File: src/rtl/osd_dii_pkg.sv
// Shared DII packet definitions for the debug event packetizer:
// flag-field layout, event type/subtype codes and the packetizer FSM states.
package osd_dii_pkg;

  localparam logic [1:0] TYPE_EVENT       = 2'b10;
  localparam logic [3:0] SUBTYPE_OVERFLOW = 4'h5;

  localparam int FLAG_TYPE_MSB = 15;
  localparam int FLAG_TYPE_LSB = 14;
  localparam int FLAG_SUB_MSB  = 13;
  localparam int FLAG_SUB_LSB  = 10;

  typedef enum logic [2:0] {
    IDLE,
    DEST,
    SRC,
    FLAGS,
    PAYLOAD,
    OVF_PAYLOAD
  } state_t;

  function automatic logic [15:0] make_flags(input logic [3:0] sub);
    logic [15:0] f;
    f = '0;
    f[FLAG_TYPE_MSB:FLAG_TYPE_LSB] = TYPE_EVENT;
    f[FLAG_SUB_MSB:FLAG_SUB_LSB]   = sub;
    return f;
  endfunction

endpackage

File: src/rtl/osd_event_overflow_ctr.sv
// Saturating count of events the source had to discard.
// A drop arriving in the same cycle as the clear is kept, so the count restarts at 1.
module osd_event_overflow_ctr (
  input  logic        clk,
  input  logic        rst,
  input  logic        i_inc,
  input  logic        i_clr,
  output logic [15:0] o_cnt
);

  logic [15:0] r_cnt;

  always_ff @(posedge clk) begin
    if (rst) begin
      r_cnt <= '0;
    end else if (i_clr) begin
      r_cnt <= {15'h0, i_inc};
    end else if (i_inc && (r_cnt != 16'hFFFF)) begin
      r_cnt <= r_cnt + 16'h1;
    end
  end

  assign o_cnt = r_cnt;

endmodule

File: src/rtl/osd_event_packetizer.sv
// Packs one parallel debug event into a DII packet (dest, src, flags, payload)
// for a ring router local input. Optional drop reporting: OSD_EVENT_PACKETIZER_OVERFLOW_EN.
//
// state       | meaning
// IDLE        | no flit pending; accepts an event (or starts an overflow packet)
// DEST        | destination flit presented
// SRC         | source (own id) flit presented
// FLAGS       | flags flit presented; last when the event has no payload
// PAYLOAD     | payload word r_cnt presented
// OVF_PAYLOAD | single overflow-count payload flit presented
module osd_event_packetizer
  import osd_dii_pkg::*;
#(
  parameter int MAX_PAYLOAD = 8
) (
  input  logic                               clk,
  input  logic                               rst,
  input  logic [9:0]                         id,
  input  logic [9:0]                         dest,
  input  logic [3:0]                         event_type_sub,
  input  logic [16*MAX_PAYLOAD-1:0]          event_data,
  input  logic [$clog2(MAX_PAYLOAD+1)-1:0]   event_len,
  input  logic                               event_valid,
`ifdef OSD_EVENT_PACKETIZER_OVERFLOW_EN
  input  logic                               event_drop,
`endif
  output logic                               event_ready,
  output logic [15:0]                        out_data,
  output logic                               out_last,
  output logic                               out_valid,
  input  logic                               out_ready
);

  localparam int LW = $clog2(MAX_PAYLOAD + 1);

  state_t                   r_state;
  logic [15:0]              r_data;
  logic                     r_valid;
  logic                     r_last;
  logic [3:0]               r_sub;
  logic [16*MAX_PAYLOAD-1:0] r_payload;
  logic [LW-1:0]            r_len;
  logic [LW-1:0]            r_cnt;

  logic                     w_fire;
  logic [LW-1:0]            w_cnt_inc;
  logic [LW-1:0]            w_len_clamp;
  logic [15:0]              w_next_word;

  assign w_fire      = r_valid & out_ready;
  assign w_cnt_inc   = r_cnt + LW'(1);
  assign w_len_clamp = (event_len > LW'(MAX_PAYLOAD)) ? LW'(MAX_PAYLOAD) : event_len;
  assign w_next_word = r_payload[16*int'(w_cnt_inc) +: 16];

`ifdef OSD_EVENT_PACKETIZER_OVERFLOW_EN
  logic        r_ovf;
  logic [15:0] w_ovf_cnt;
  logic        w_ovf_pending;

  osd_event_overflow_ctr u_ovf_ctr (
    .clk   (clk),
    .rst   (rst),
    .i_inc (event_drop),
    .i_clr ((r_state == OVF_PAYLOAD) & w_fire),
    .o_cnt (w_ovf_cnt)
  );

  assign w_ovf_pending = (w_ovf_cnt != 16'h0);
  // A pending overflow report blocks new events until it has been sent.
  assign event_ready   = !rst & (r_state == IDLE) & !w_ovf_pending;
`else
  assign event_ready   = !rst & (r_state == IDLE);
`endif

  always_ff @(posedge clk) begin
    if (rst) begin
      r_state   <= IDLE;
      r_valid   <= 1'b0;
      r_last    <= 1'b0;
      r_data    <= '0;
      r_sub     <= '0;
      r_payload <= '0;
      r_len     <= '0;
      r_cnt     <= '0;
`ifdef OSD_EVENT_PACKETIZER_OVERFLOW_EN
      r_ovf     <= 1'b0;
`endif
    end else begin
      case (r_state)
        IDLE: begin
`ifdef OSD_EVENT_PACKETIZER_OVERFLOW_EN
          if (w_ovf_pending) begin
            r_state <= DEST;
            r_valid <= 1'b1;
            r_last  <= 1'b0;
            r_data  <= {6'h0, dest};
            r_sub   <= SUBTYPE_OVERFLOW;
            r_len   <= LW'(1);
            r_ovf   <= 1'b1;
          end else
`endif
          if (event_valid) begin
            r_state   <= DEST;
            r_valid   <= 1'b1;
            r_last    <= 1'b0;
            r_data    <= {6'h0, dest};
            r_sub     <= event_type_sub;
            r_payload <= event_data;
            r_len     <= w_len_clamp;
`ifdef OSD_EVENT_PACKETIZER_OVERFLOW_EN
            r_ovf     <= 1'b0;
`endif
          end
        end
        DEST: if (w_fire) begin
          r_state <= SRC;
          r_data  <= {6'h0, id};
        end
        SRC: if (w_fire) begin
          r_state <= FLAGS;
          r_data  <= make_flags(r_sub);
          r_last  <= (r_len == '0);
        end
        FLAGS: if (w_fire) begin
          if (r_len == '0) begin
            r_state <= IDLE;
            r_valid <= 1'b0;
            r_last  <= 1'b0;
            r_data  <= '0;
          end else begin
`ifdef OSD_EVENT_PACKETIZER_OVERFLOW_EN
            if (r_ovf) begin
              r_state <= OVF_PAYLOAD;
              r_data  <= w_ovf_cnt;
              r_last  <= 1'b1;
            end else
`endif
            begin
              r_state <= PAYLOAD;
              r_cnt   <= '0;
              r_data  <= r_payload[15:0];
              r_last  <= (r_len == LW'(1));
            end
          end
        end
        PAYLOAD: if (w_fire) begin
          if (w_cnt_inc == r_len) begin
            r_state <= IDLE;
            r_valid <= 1'b0;
            r_last  <= 1'b0;
            r_data  <= '0;
          end else begin
            r_cnt  <= w_cnt_inc;
            r_data <= w_next_word;
            r_last <= ((w_cnt_inc + LW'(1)) == r_len);
          end
        end
        OVF_PAYLOAD: if (w_fire) begin
          r_state <= IDLE;
          r_valid <= 1'b0;
          r_last  <= 1'b0;
          r_data  <= '0;
        end
        default: begin
          r_state <= IDLE;
          r_valid <= 1'b0;
          r_last  <= 1'b0;
          r_data  <= '0;
        end
      endcase
    end
  end

  assign out_data  = r_data;
  assign out_last  = r_last;
  assign out_valid = r_valid;

endmodule
File: config.mk
export PLATFORM = sky130hd
export DESIGN_NAME = osd_event_packetizer
export DESIGN_NICKNAME = d
export VERILOG_FILES = /design/src/rtl/osd_dii_pkg.sv /design/src/rtl/osd_event_overflow_ctr.sv /design/src/rtl/osd_event_packetizer.sv
export SDC_FILE = /design/constraint.sdc
export NUM_CORES = 1
export LEC_CHECK = 0
export CAP_MARGIN = 20
export CORE_ASPECT_RATIO = 0.75
export CORE_MARGIN = 5
export CORE_UTILIZATION = 53
export DETAILED_ROUTE_END_ITERATION = 7
export PLACE_DENSITY = 0.85
export SLEW_MARGIN = 20
export SYNTH_ARGS = -nofsm -noshare
export SYNTH_HDL_FRONTEND = slang
export SYNTH_SLANG_ARGS = --single-unit
export TNS_END_PERCENT = 1
File: constraint.sdc
create_clock -name clk -period 5.55 [get_ports clk]
set_input_delay 0.555 -clock clk [delete_from_list [all_inputs] [get_ports clk]]
set_output_delay 0.555 -clock clk [all_outputs]
set_load 0.1 [all_outputs]
Word level (Yosys, flattened, before mapping)
Cells that the tools add are included. Widths: inputs -> output; s select.

Add/sub/neg operators: 2. Shift operators: 1. Equality and inequality tests: 18. Reduce and logical (&&, ||, !) cells: 11. Bitwise logic cells: 4. Muxes and demuxes: 38. Order comparisons: 1.

Operators by type and width (count): $mux 16 (8); $shiftx 128x9->16 (1); $pmux 16 s6 (1); $mux 3 (8); $mux 4 (5); $ne 2x2->1 const B (10); $pmux 3 s6 (1); $reduce_and 7->1 (2); $mux 1 (12); $reduce_and 6->1 (2); $add 4x1->4 const B (2); $eq 4x4->1 (2); $pmux 4 s2 (1); $eq 3x2->1 const B (2); $eq 3x3->1 const B (2); $pmux 1 s6 (1); $pmux 1 s5 (1); $reduce_and 5->1 (1); $eq 4x1->1 const B (1); $gt 4x4->1 const B (1); $logic_not 4->1 (1); $eq 3x1->1 const B (1); $logic_not 3->1 (1); $and 1x1->1 (2); 5 further kinds (6).

Bits of input ports: 160. Register bits after elaboration: 161.

Longest topological paths before layout
Depth after elaboration: 6. Mapped depth: 12.

Least setup slack after synthesis
No wires, ideal clock.

Path kind: register to output. Start: register r_state[1]. End: output port event_ready. Stages on the path, launching flop included: 4. Data required time: 4.995 ns. Path slack: 1.306 ns. Data arrival time: 3.689 ns. Cells stage by stage: dfxtp_1 -> clkbuf_1 -> clkbuf_1 -> nor4_1.

Cells in the longest elaborated chain, start to end: 2.

Ends and longest elaborated chain: start, declared (RTL line osd_event_packetizer.sv:36) `state_t r_state;`; start signal, assigned (RTL line osd_event_packetizer.sv:77) `r_state <= IDLE;`; start signal, assigned (RTL line osd_event_packetizer.sv:103) `r_state <= DEST;`; start signal, assigned (RTL line osd_event_packetizer.sv:116) `r_state <= SRC;`; $logic_not 3->1 (RTL line osd_event_packetizer.sv:72) `assign event_ready = !rst & (r_state == IDLE);`; $and 1x1->1 (RTL line osd_event_packetizer.sv:72); end, declared (RTL line osd_event_packetizer.sv:27) `output logic event_ready,`.

Every way passes these cells.

Worst setup path after layout
Start: register r_state[2]. End: output port event_ready.

The elaborated chain is that of the path after synthesis.

==> flow_summary.ini <==
[timing]
slew_headroom_pct = 28.55
whs_ns = 0.4517
tns_ns = 0
grt_setup_unrepaired = no
slew_violations = 0
worstMarginPinSlew_ns = 1.064
setup_viol = 0
hold_viol = 0
fin_crit_ns = 3.068
skew_ns = 0.01013
fin_crit_sh_pct = 55.27
fmax_mhz = 326.0

[clocking]
cts_root_buffer = clkbuf_16
clk_path_buf_depth = 2
cts_tree = yes
cts-resized-gates = 0
cts_setup_buffers = 0
htree_levels = 4
cts.clk_slew.worst_paths_ns = 0.06
clock-sinks = 161
cts_hold_buf = 0
clk_latency_ns = 0.42
numCtsBuffers = 17

[setup_path]
critical_path.slowest_cell = clkdlybuf4s50_1
cp-start-kind = flop
cp_data_required_time_ns = 4.99
worstSetupStartpoint = r_state[2]
crit_type = reg2out
arrival_ns = 2.51
crit_chain = nor4_1, clkdlybuf4s50_1
crit_fanout = 20
cp-end-kind = output port
rr_startpoint = r_state[2]
cp_slowest_stage_delay_ns = 1.19

[logic_synthesis]
syn_area_per_cell_um2 = 8.519
synth_seq_area_share_pct = 44.61
synth-seq-cells = 161
ys_warn_count = 0
synth_edf_count = 0
syn_inst = 848
ys_types = 46
syn-num-nets = 1010
syn_area_um2 = 7224
synth-main-ff-cell = dfxtp_1
ys_async_sr_fraction_pct = 0

[run_status]
outcome = completed

[global_routing]
antenna_found_initial = 1
grt_max_degree = 96
grt_use_total_pct = 27.46
grt_pass1_wl_mm = 34.33
grt.overflow.total = 0
grt_pass1_vias = 6533

[floorplanning]
die_height_um = 111.1
initial_utilization_pct = 53.44
rows = 37
die_x_um = 144.8
die_area_um2 = 16090
core_um2 = 13520
pin_count = 179

[run]
max_cap_viol_count = 0

[detailed_routing]
vias_per_cell = 5.882
drt_first_pass_iters = 7
ant_nets = 0
routedWlPerCell_um = 19.08
num_vias = 6899
routed_wl_mm = 22.38
drt_iter0_markers = 975
post-route-drc-count = 0

[worst_hold_path]
hp-start = r_payload[27]
hold_path.class = reg2reg

[layout]
drive_above_1_share_pct = 8.417
nNetsFinal = 1147
insertedDiodeCount = 0
nFillCells = 981
syn2layout_area_growth_pct = 33.48

[pwr]
power_density_nw_per_um2 = 334.6
max-vdd-ir-drop_mv = 0.2929
leakage_nw = 3.431

[placed_design]
placement.io_buffers = 178
gp_congestion = 0.8925
place_hpwl_mm = 15.47
area by class of cell:
type,instances,area [um2],share of cell area [%]
inverters,6,22.52,0.2336
well taps,175,219.0,2.271
clock buffers,22,464.2,4.814
multi-input cells,611,3709,38.46
repair buffers,188,1854,19.23
clock inverters,10,148.9,1.544
flip-flops and latches,161,3226,33.45
worst max-delay path, delay by kind of cell (launching register included):
| kind | cells | cell delay [ns] |
|---|---|---|
| buffers and inverters | 1 | 1.19 |
| flip-flops | 1 | 0.54 |
| AND/OR/NAND/NOR | 1 | 0.36 |
per-layer routing:
| layer | global-route usage [%] | wire length [um] |
|---|---|---|
| met5 | 0 | 0 |
| met4 | 7.458 | 486 |
| met3 | 7.374 | 2462 |
| met2 | 39.99 | 10250 |
| met1 | 40.18 | 9180 |
state kept, by name, indices dropped and copies added, names as in the netlist:
register	flops
r_cnt	4
out_last	1
r_len	4
out_data	16
r_sub	4
r_payload	128
out_valid	1
r_state	3
cell families after synthesis:
kind of cell,share of synthesized area [%]
xor+xnor,1.628
buf+inv,4.330
fa+ha+maj,0.3463
simple gates,18.06
flops,44.61
mux,13.72
compound gates,17.30
worst paths after layout:
path | endpoint | slack, ns | depth (start not counted)
max | event_ready | 2.48 | 2
min | r_payload[27] | 0.45 | 2
max reg2reg | out_data[0] | 2.66 | 6
min reg2reg | r_payload[27] | 0.45 | 2
report_power, final:
group          switching (mW)  internal [mW]  total, mW
clock network           0.478          0.739       1.22
logic                   0.400          0.266      0.666
registers              0.0810           1.26       1.34
per-stage QoR:
step	area, um2	setup WS, ns	power, mW	utilization [%]	std cells
after global placement	9017	2.376	1.998	66.71	1141
final	9643	2.482	3.227	71.33	1173
after global routing	9643	2.325	3.347	71.33	1173
after floorplan	7224	1.306	1.756	-	848
after detailed placement	9017	2.217	2.013	66.71	1141
after CTS	9630	2.280	3.217	71.24	1173
layout by cell type (no fill, tap or decap), drive strengths merged, types with 5 or more instances in the layout:
master / count
or3: 5
buf: 11
nand2: 286
dfxtp: 161
a32oi: 11
mux2i: 27
o22ai: 17
xor2: 5
a21oi: 139
mux4: 32
clkbuf: 22
nand3: 5
clkdlybuf4s50: 177
inv: 9
a22oi: 6
xnor2: 5
o21ai: 21
nor2: 9
synth_stat cells, types with 2 or more instances:
master / count / area share [%]
o21ai_1: 11 / 0.76
nor3_1: 4 / 0.28
buf_1: 3 / 0.16
o21ai_0: 10 / 0.69
nor2_1: 9 / 0.47
nand3b_1: 4 / 0.42
o22ai_2: 6 / 1.0
a31oi_1: 4 / 0.35
inv_1: 6 / 0.31
a22o_1: 4 / 0.48
clkbuf_1: 58 / 3.0
xnor2_1: 5 / 0.61
a21boi_0: 2 / 0.21
nor4_1: 4 / 0.35
nand2b_1: 3 / 0.26
nand3_1: 4 / 0.28
o21a_1: 2 / 0.21
a21oi_1: 139 / 9.6
o22ai_1: 11 / 0.95
or3_1: 5 / 0.43
and2_1: 2 / 0.17
ha_1: 2 / 0.35
xor2_1: 4 / 0.48
a22oi_1: 6 / 0.62
dfxtp_1: 161 / 45
mux2i_1: 27 / 3.7
nand2_1: 286 / 15
buf_2: 7 / 0.48
mux4_2: 32 / 10
a32oi_1: 11 / 1.3
(Power assumes the default switching activity.)
